### src/rtl/digest_serializer_pkg.sv
// digest_pkg: shared definitions for the SHA-2 digest serializer.
// It provides the SHA type codes, the FSM state encoding and the helpers
// for digest length and beat count.
// Optional feature macro: DIGEST_SHA512T_EN. When it is defined, codes
// 100/101 produce truncated SHA-512/224 and SHA-512/256 digests.
package digest_pkg;

    // SHA type codes as presented on sha_type
    localparam logic [2:0] SHA_224     = 3'b000;
    localparam logic [2:0] SHA_256     = 3'b001;
    localparam logic [2:0] SHA_384     = 3'b010;
    localparam logic [2:0] SHA_512     = 3'b011;
    localparam logic [2:0] SHA_512_224 = 3'b100;
    localparam logic [2:0] SHA_512_256 = 3'b101;

    // Serializer FSM states
    typedef enum logic {
        ST_IDLE = 1'b0,
        ST_SEND = 1'b1
    } state_e;

    // SHA-224/256 carry 32-bit H words in the low half of each 64-bit lane
    function automatic logic is_word32(input logic [2:0] sha_type);
        return (sha_type == SHA_224) || (sha_type == SHA_256);
    endfunction

    // Digest length in bytes. Reserved codes fall back to a full SHA-512 digest.
    function automatic logic [6:0] digest_len_bytes(input logic [2:0] sha_type);
        logic [6:0] len;
        case (sha_type)
            SHA_224:     len = 7'd28;
            SHA_256:     len = 7'd32;
            SHA_384:     len = 7'd48;
            SHA_512:     len = 7'd64;
`ifdef DIGEST_SHA512T_EN
            SHA_512_224: len = 7'd28;
            SHA_512_256: len = 7'd32;
`else
            SHA_512_224,
            SHA_512_256: len = 7'd64;
`endif
            default:     len = 7'd64;
        endcase
        return len;
    endfunction

    // Number of output beats: ceil(len / bytes). Every digest length is non-zero,
    // so the result is always at least 1.
    function automatic logic [3:0] num_beats(input logic [6:0] len, input int bytes);
        int n;
        n = (int'(len) + bytes - 1) / bytes;
        return 4'(n);
    endfunction

    // Byte-enable pattern for the final beat: the low (len - (nb-1)*bytes) bits are set.
    function automatic logic [63:0] last_keep_mask(input logic [6:0] len, input int bytes);
        int rem;
        rem = int'(len) - (int'(num_beats(len, bytes)) - 1) * bytes;
        if (rem >= 64) begin
            return '1;
        end
        return (64'd1 << rem) - 64'd1;
    endfunction

endpackage

### src/rtl/digest_serializer_pack.sv
// digest_pack: reorders the 8 x 64-bit hash state into a little-endian byte
// stream where stream byte 0 is the most significant byte of H0.
// Purely combinational; one generate iteration per output byte.
module digest_pack (
    input  logic [511:0] state_i,
    input  logic         word64_i,
    output logic [511:0] stream_o
);

    for (genvar k = 0; k < 64; k++) begin : g_byte
        // 64-bit packing: byte k is byte (7 - k%8) of H[k/8]
        localparam int W64_LSB = 64 * (k / 8) + 8 * (7 - (k % 8));
        if (k < 32) begin : g_lo
            // 32-bit packing: byte k is byte (3 - k%4) of H[k/4][31:0]
            localparam int W32_LSB = 64 * (k / 4) + 8 * (3 - (k % 4));
            assign stream_o[8*k +: 8] = word64_i ? state_i[W64_LSB +: 8]
                                                 : state_i[W32_LSB +: 8];
        end else begin : g_hi
            // A 32-bit-word digest never reaches beyond byte 31
            assign stream_o[8*k +: 8] = word64_i ? state_i[W64_LSB +: 8] : 8'h00;
        end
    end

endmodule

### src/rtl/digest_serializer.sv
// digest_serializer: output stage of the SHA-2 core. It accepts one final
// hash state per transfer and emits the digest as an AXI4-Stream packet of
// ceil(LEN/BYTES) beats. tuser is captured once and repeated on every beat.
// tkeep trims the final beat, and bytes beyond the digest length are zero.
// Optional feature macro: DIGEST_SHA512T_EN (SHA-512/224 and SHA-512/256).
//
// Handshake: a transfer occurs on a rising edge of axi_aclk where valid and
// ready are both high. m_axis_tvalid never depends on m_axis_tready. While
// m_axis_tvalid is high and ready is low, tdata/tkeep/tlast/tuser hold.
// s_axis_tready is high only in IDLE, so a new state is accepted on the
// cycle after the last beat's handshake and never on the same cycle.
module digest_serializer
    import digest_pkg::*;
#(
    parameter int S_AXIS_DATA_WIDTH  = 512,
    parameter int M_AXIS_DATA_WIDTH  = 128,
    parameter int S_AXIS_TUSER_WIDTH = 128,
    parameter int M_AXIS_TUSER_WIDTH = 128
) (
    input  logic                            axi_aclk,
    input  logic                            reset,
    input  logic [2:0]                      sha_type,
    input  logic [S_AXIS_DATA_WIDTH-1:0]    s_axis_tdata,
    input  logic [S_AXIS_TUSER_WIDTH-1:0]   s_axis_tuser,
    input  logic                            s_axis_tvalid,
    input  logic                            s_axis_tlast,
    output logic                            s_axis_tready,
    output logic [M_AXIS_DATA_WIDTH-1:0]    m_axis_tdata,
    output logic [M_AXIS_TUSER_WIDTH-1:0]   m_axis_tuser,
    output logic [M_AXIS_DATA_WIDTH/8-1:0]  m_axis_tkeep,
    output logic                            m_axis_tvalid,
    input  logic                            m_axis_tready,
    output logic                            m_axis_tlast,
    output state_e                          dbg_state_o
);

    localparam int BYTES = M_AXIS_DATA_WIDTH / 8;

    // Registered state
    state_e                          state_q;
    logic [511:0]                    buf_q;
    logic [3:0]                      nb_q;
    logic [3:0]                      beat_q;
    logic [BYTES-1:0]                last_keep_q;
    logic [S_AXIS_TUSER_WIDTH-1:0]   tuser_q;
    logic                            tvalid_q;
    logic                            tlast_q;
    logic [BYTES-1:0]                tkeep_q;

    // Next-state values and accept-time decode
    logic [511:0]                    buf_d;
    logic [3:0]                      beat_d;
    logic                            last_d;
    logic                            word64;
    logic [6:0]                      in_len;
    logic [3:0]                      in_nb;
    logic [BYTES-1:0]                in_last_keep;
    logic [511:0]                    packed_stream;
    logic [511:0]                    masked_stream;

    // Each accepted transfer is exactly one digest, so tlast on the input is meaningless
    logic unused_s_tlast;
    assign unused_s_tlast = s_axis_tlast;

    digest_pack u_pack (
        .state_i  (s_axis_tdata),
        .word64_i (word64),
        .stream_o (packed_stream)
    );

    // Decode the incoming mode and zero every stream byte past the digest length
    always_comb begin
        word64        = !is_word32(sha_type);
        in_len        = digest_len_bytes(sha_type);
        in_nb         = num_beats(in_len, BYTES);
        in_last_keep  = BYTES'(last_keep_mask(in_len, BYTES));
        masked_stream = '0;
        for (int k = 0; k < 64; k++) begin
            masked_stream[8*k +: 8] = (7'(k) < in_len) ? packed_stream[8*k +: 8] : 8'h00;
        end
    end

    // Advance values used on a beat handshake
    always_comb begin
        buf_d  = buf_q >> M_AXIS_DATA_WIDTH;
        beat_d = beat_q + 4'd1;
        last_d = (beat_d == (nb_q - 4'd1));
    end

    // Serializer FSM: latch a digest in IDLE, stream it out beat by beat in SEND
    always_ff @(posedge axi_aclk) begin
        if (reset) begin
            state_q     <= ST_IDLE;
            buf_q       <= '0;
            nb_q        <= '0;
            beat_q      <= '0;
            last_keep_q <= '0;
            tuser_q     <= '0;
            tvalid_q    <= 1'b0;
            tlast_q     <= 1'b0;
            tkeep_q     <= '0;
        end else begin
            case (state_q)
                ST_IDLE: begin
                    if (s_axis_tvalid) begin
                        buf_q       <= masked_stream;
                        nb_q        <= in_nb;
                        beat_q      <= '0;
                        last_keep_q <= in_last_keep;
                        tuser_q     <= s_axis_tuser;
                        tvalid_q    <= 1'b1;
                        tlast_q     <= (in_nb == 4'd1);
                        tkeep_q     <= (in_nb == 4'd1) ? in_last_keep : '1;
                        state_q     <= ST_SEND;
                    end
                end
                ST_SEND: begin
                    if (m_axis_tready) begin
                        buf_q <= buf_d;
                        if (tlast_q) begin
                            // Final beat consumed: drop the stream and wait for the next digest
                            beat_q   <= '0;
                            tvalid_q <= 1'b0;
                            tlast_q  <= 1'b0;
                            tkeep_q  <= '0;
                            state_q  <= ST_IDLE;
                        end else begin
                            beat_q  <= beat_d;
                            tlast_q <= last_d;
                            tkeep_q <= last_d ? last_keep_q : '1;
                        end
                    end
                end
                default: state_q <= ST_IDLE;
            endcase
        end
    end

    assign s_axis_tready = (state_q == ST_IDLE);
    assign m_axis_tdata  = buf_q[M_AXIS_DATA_WIDTH-1:0];
    assign m_axis_tuser  = tuser_q;
    assign m_axis_tkeep  = tkeep_q;
    assign m_axis_tvalid = tvalid_q;
    assign m_axis_tlast  = tlast_q;
    assign dbg_state_o   = state_q;

endmodule
### config.mk
export PLATFORM = sky130hd
export DESIGN_NAME = digest_serializer
export DESIGN_NICKNAME = d
export VERILOG_FILES = /design/src/rtl/digest_serializer_pkg.sv /design/src/rtl/digest_serializer_pack.sv /design/src/rtl/digest_serializer.sv
export SDC_FILE = /design/constraint.sdc
export NUM_CORES = 2
export LEC_CHECK = 0
export ABC_AREA = 0
export BUFFER_PORTS_ARGS = -buffer_cell sky130_fd_sc_hd__clkbuf_2
export CORE_AREA = 3 3 354 356
export DETAILED_ROUTE_END_ITERATION = 12
export DIE_AREA = 0 0 357 359
export PLACE_DENSITY_LB_ADDON = 0.05
export SETUP_SLACK_MARGIN = 0.4
export SLEW_MARGIN = 0
export SYNTH_ARGS = -nofsm -noshare
export SYNTH_HDL_FRONTEND = slang
export SYNTH_SLANG_ARGS = --single-unit
### constraint.sdc
create_clock -name axi_aclk -period 2.7 [get_ports axi_aclk]
set_input_delay 0.405 -clock axi_aclk [delete_from_list [all_inputs] [get_ports axi_aclk]]
set_output_delay 0.405 -clock axi_aclk [all_outputs]
set_load 0.02 [all_outputs]
==> metrics.txt <==
# TYPE chip_impl_metric gauge
chip_impl_info{name="run_status",value="completed"} 1
chip_impl_metric{name="detail_route.wl_per_cell",unit="um"} 26.95
chip_impl_metric{name="synth_enable_flop_cells",unit=""} 0
chip_impl_metric{name="finalWorstPathRequiredPeriod",unit="ns"} 2.154
chip_impl_metric{name="yosysTopAreaCellShare",unit="%"} 46.00
chip_impl_info{name="endpoint_kind",value="register"} 1
chip_impl_metric{name="synth_async_sr_flop_share",unit="%"} 0
chip_impl_info{name="hold_path_class",value="input port to register"} 1
chip_impl_metric{name="yosys.area_share.adder",unit="%"} 0.3035
chip_impl_metric{name="grt_max_degree",unit=""} 138
chip_impl_metric{name="max_slew_vio_count",unit=""} 0
chip_impl_info{name="most_common_cell_in_the_synthesized_netlist",value="sky130_fd_sc_hd__nor2_1"} 1
chip_impl_info{name="ys_top_cells_by_count",value="sky130_fd_sc_hd__nor2_1, sky130_fd_sc_hd__nand2_1, sky130_fd_sc_hd__dfxtp_1, sky130_fd_sc_hd__a21oi_1, sky130_fd_sc_hd__clkbuf_1"} 1
chip_impl_metric{name="post_synth_simple_gate_area",unit="%"} 19.82
chip_impl_info{name="rsz0062_at_grt",value="yes"} 1
chip_impl_metric{name="synth-seq-cells",unit=""} 663
chip_impl_metric{name="drt_first_pass_iters",unit=""} 6
chip_impl_metric{name="tritoncts.num_buffers",unit=""} 86
chip_impl_metric{name="clock_latency",unit="ns"} 0.66
chip_impl_metric{name="irDropWorstVdd",unit="mV"} 0.4212
chip_impl_metric{name="timing_worst_slew_pin_value",unit="ns"} 1.073
chip_impl_metric{name="final.setup_skew",unit="ns"} 0.02866
chip_impl_metric{name="cap_viol_max_count",unit=""} 0
chip_impl_metric{name="floorplan.die_area",unit="mm^2"} 0.1282
chip_impl_metric{name="critical_path_peak_fanout",unit=""} 78
chip_impl_metric{name="synthMuxAreaShare",unit="%"} 0
chip_impl_metric{name="synth_cells",unit=""} 3687
chip_impl_metric{name="final_weighted_congestion_of_routability_driven_global_placement",unit=""} 0.8004
chip_impl_metric{name="antenna_left",unit=""} 0
chip_impl_metric{name="wire_length_of_the_first_global_routing_pass",unit="um"} 234200
chip_impl_metric{name="critical_path_required",unit="ns"} 3.28
chip_impl_metric{name="grt_overflow",unit=""} 0
chip_impl_metric{name="core-area",unit="mm^2"} 0.1220
chip_impl_metric{name="post_drt_via_cell_ratio",unit=""} 4.868
chip_impl_info{name="clock_tree_from_tritoncts",value="done"} 1
chip_impl_metric{name="floorplan.initialDensity",unit="%"} 23.64
chip_impl_info{name="clock_tree.root_cell",value="sky130_fd_sc_hd__clkbuf_16"} 1
chip_impl_metric{name="report.final.setup_viol",unit=""} 0
chip_impl_metric{name="fin_nets",unit=""} 5208
chip_impl_info{name="timing_worst_setup_path_type",value="register to register"} 1
chip_impl_metric{name="via_count_of_the_first_global_routing_pass",unit=""} 30580
chip_impl_metric{name="setup_tns",unit="ns"} 0
chip_impl_metric{name="ys_seq_area_share",unit="%"} 46.00
chip_impl_metric{name="dp.final_hpwl",unit="um"} 125000
chip_impl_info{name="crit_path_start_kind",value="register"} 1
chip_impl_metric{name="area_delta_synth_final",unit="%"} 37.54
chip_impl_metric{name="vias",unit=""} 30450
chip_impl_metric{name="clock_tree.htree_level_count",unit=""} 3
chip_impl_metric{name="synth_cell_types",unit=""} 42
chip_impl_metric{name="final_hold_viol_count",unit=""} 0
chip_impl_metric{name="post_syn_area_per_cell",unit="um^2"} 7.826
chip_impl_metric{name="fillers",unit=""} 13390
chip_impl_info{name="synth_largest_area_cell",value="sky130_fd_sc_hd__dfxtp_1"} 1
chip_impl_metric{name="detail_route.wirelength",unit="um"} 168600
chip_impl_metric{name="first_iter_violations",unit=""} 2363
chip_impl_metric{name="placement_rows",unit=""} 128
chip_impl_metric{name="place.port_buffers",unit=""} 922
chip_impl_metric{name="mappedNetlistArea",unit="mm^2"} 0.02886
chip_impl_metric{name="ctsLongestPathBuffers",unit=""} 3
chip_impl_metric{name="synth_area_in_compound_gates",unit="%"} 25.05
chip_impl_metric{name="parity_gate_share_of_the_synthesized_area_counting_xor_and_xnor_cells",unit="%"} 0.3339
chip_impl_metric{name="maxSlewHeadroom",unit="%"} 28.46
chip_impl_info{name="area_contributors_post_synth",value="sky130_fd_sc_hd__dfxtp_1, sky130_fd_sc_hd__nor2_1, sky130_fd_sc_hd__nand2_1"} 1
chip_impl_metric{name="numClockSinks",unit=""} 663
chip_impl_metric{name="clkSlewWorstSetupHoldPaths",unit="ns"} 0.06
chip_impl_metric{name="min_period_over_period",unit="%"} 79.79
chip_impl_metric{name="power_per_cell_area",unit="mW/mm^2"} 693.3
chip_impl_info{name="ys.flop_type",value="sky130_fd_sc_hd__dfxtp_1"} 1
chip_impl_metric{name="leakage",unit="nW"} 16.49
chip_impl_metric{name="utilization_after_layout",unit="%"} 32.52
chip_impl_metric{name="critPathArrivalTime",unit="ns"} 2.74
chip_impl_metric{name="remaining_drc_errors",unit=""} 0
chip_impl_metric{name="io_pins",unit=""} 924
chip_impl_metric{name="total_routing_resource_utilization_after_global_routing",unit="%"} 25.27
chip_impl_metric{name="initial_antenna_violation_count",unit=""} 31
chip_impl_metric{name="synth.yosys.warnings",unit=""} 0
chip_impl_metric{name="fmax",unit="MHz"} 464.2
chip_impl_metric{name="final_layout_size_suffix_gt1_share",unit="%"} 26.39
chip_impl_metric{name="die_width",unit="um"} 357
chip_impl_metric{name="die_height",unit="um"} 359
chip_impl_info{name="largest_family_of_logic_cells_by_synthesized_area",value="compound AO/OA/AOI/OAI gates"} 1
## layer usage
layer | share of wire (%) | track usage (%) | up-vias
met5 | 0.062 | 0 | -
met2 | 48 | 42.29 | 927
met4 | 2.5 | 6.116 | 16
met1 | 44 | 32.99 | 14900
li1 | - | - | 14430
met3 | 6.1 | 5.408 | 187
## cells in the final DEF, fill, tap and decap left out, drive strengths merged, types with 92 or more instances in the layout
cell            n
a22oi         225
nand2         679
o221ai        160
dlygate4sd3   240
a21oi         492
clkbuf       1049
buf            92
dfxtp         663
nor2          764
a221oi         96
## area by class of cell
type	instances	area [um^2]	share of cell area [%]
diodes	15	37.54	0.09458
clock buffers	128	2582	6.507
clock inverters	23	270.3	0.6810
inverters	5	18.77	0.04729
multi-input cells	2544	13220	33.30
flip-flops and latches	663	13280	33.45
well taps	1625	2033	5.123
repair buffers	1253	8252	20.79
## report_power, final
part	leakage, nW	internal (mW)	switching [mW]
registers	5.42	10.4	0.405
clock network	1.42	7.06	4.78
logic	9.65	1.71	3.16
## timing repair
item                       in CTS  in global routing
hold endpoints to repair      240                  0
buffers inserted                0                  4
setup endpoints to repair       0                169
resized for setup               0                  1
hold buffers                  240                  0
## sequential cells by signal (all words and copies together), names as in the netlist
signal         cells
m_axis_tuser     128
last_keep_q        6
buf_q            512
m_axis_tlast       1
beat_q             4
m_axis_tkeep       6
m_axis_tvalid      1
nb_q               4
dbg_state_o        1
## per-stage QoR
stage	power, mW	setup slack (ns)	hold slack, ns	instances	area, um^2
after floorplan	13.47	0.4539	0.4320	3688	28860
after global placement	15.63	0.1446	0.4380	5846	34350
after detailed placement	15.63	0.1552	0.4436	5846	34350
after CTS	27.93	0.4017	0.0002687	6237	39600
after global routing	28.69	0.3785	0.03428	6246	39660
final	27.51	0.5456	0.04952	6256	39690
## critical path, cell delays in order (launching register included)
cell and delay, ns:
sky130_fd_sc_hd__dfxtp_4 0.38, sky130_fd_sc_hd__buf_6 0.31, sky130_fd_sc_hd__nand2_1 0.20, sky130_fd_sc_hd__nand2_4 0.16, sky130_fd_sc_hd__buf_12 0.35, sky130_fd_sc_hd__o221ai_1 0.36, sky130_fd_sc_hd__a21oi_1 0.23
## logic make-up (layout without fill, tap and decap cells)
family                   Yosys count  after routing
AND/OR/NAND/NOR                 1497           1497
other                              1             17
buffers and inverters            481           1409
AO/OA/AOI/OAI                   1027           1027
adder cells (fa/ha/maj)            7              7
XOR/XNOR                          11             11
flip-flops                       663            663
## worst paths after layout
check / from / to / slack (ns) / cells past startpoint
max: dbg_state_o$_SDFF_PP0_ / buf_q[151]$_SDFFE_PP0P_ / 0.55 / 6
min: s_axis_tdata[403] / buf_q[427]$_SDFFE_PP0P_ / 0.05 / 3
max reg2reg: dbg_state_o$_SDFF_PP0_ / buf_q[151]$_SDFFE_PP0P_ / 0.55 / 6
min reg2reg: buf_q[3]$_SDFFE_PP0P_ / buf_q[3]$_SDFFE_PP0P_ / 0.45 / 2
No activity file was read; power rests on OpenSTA's default activity.
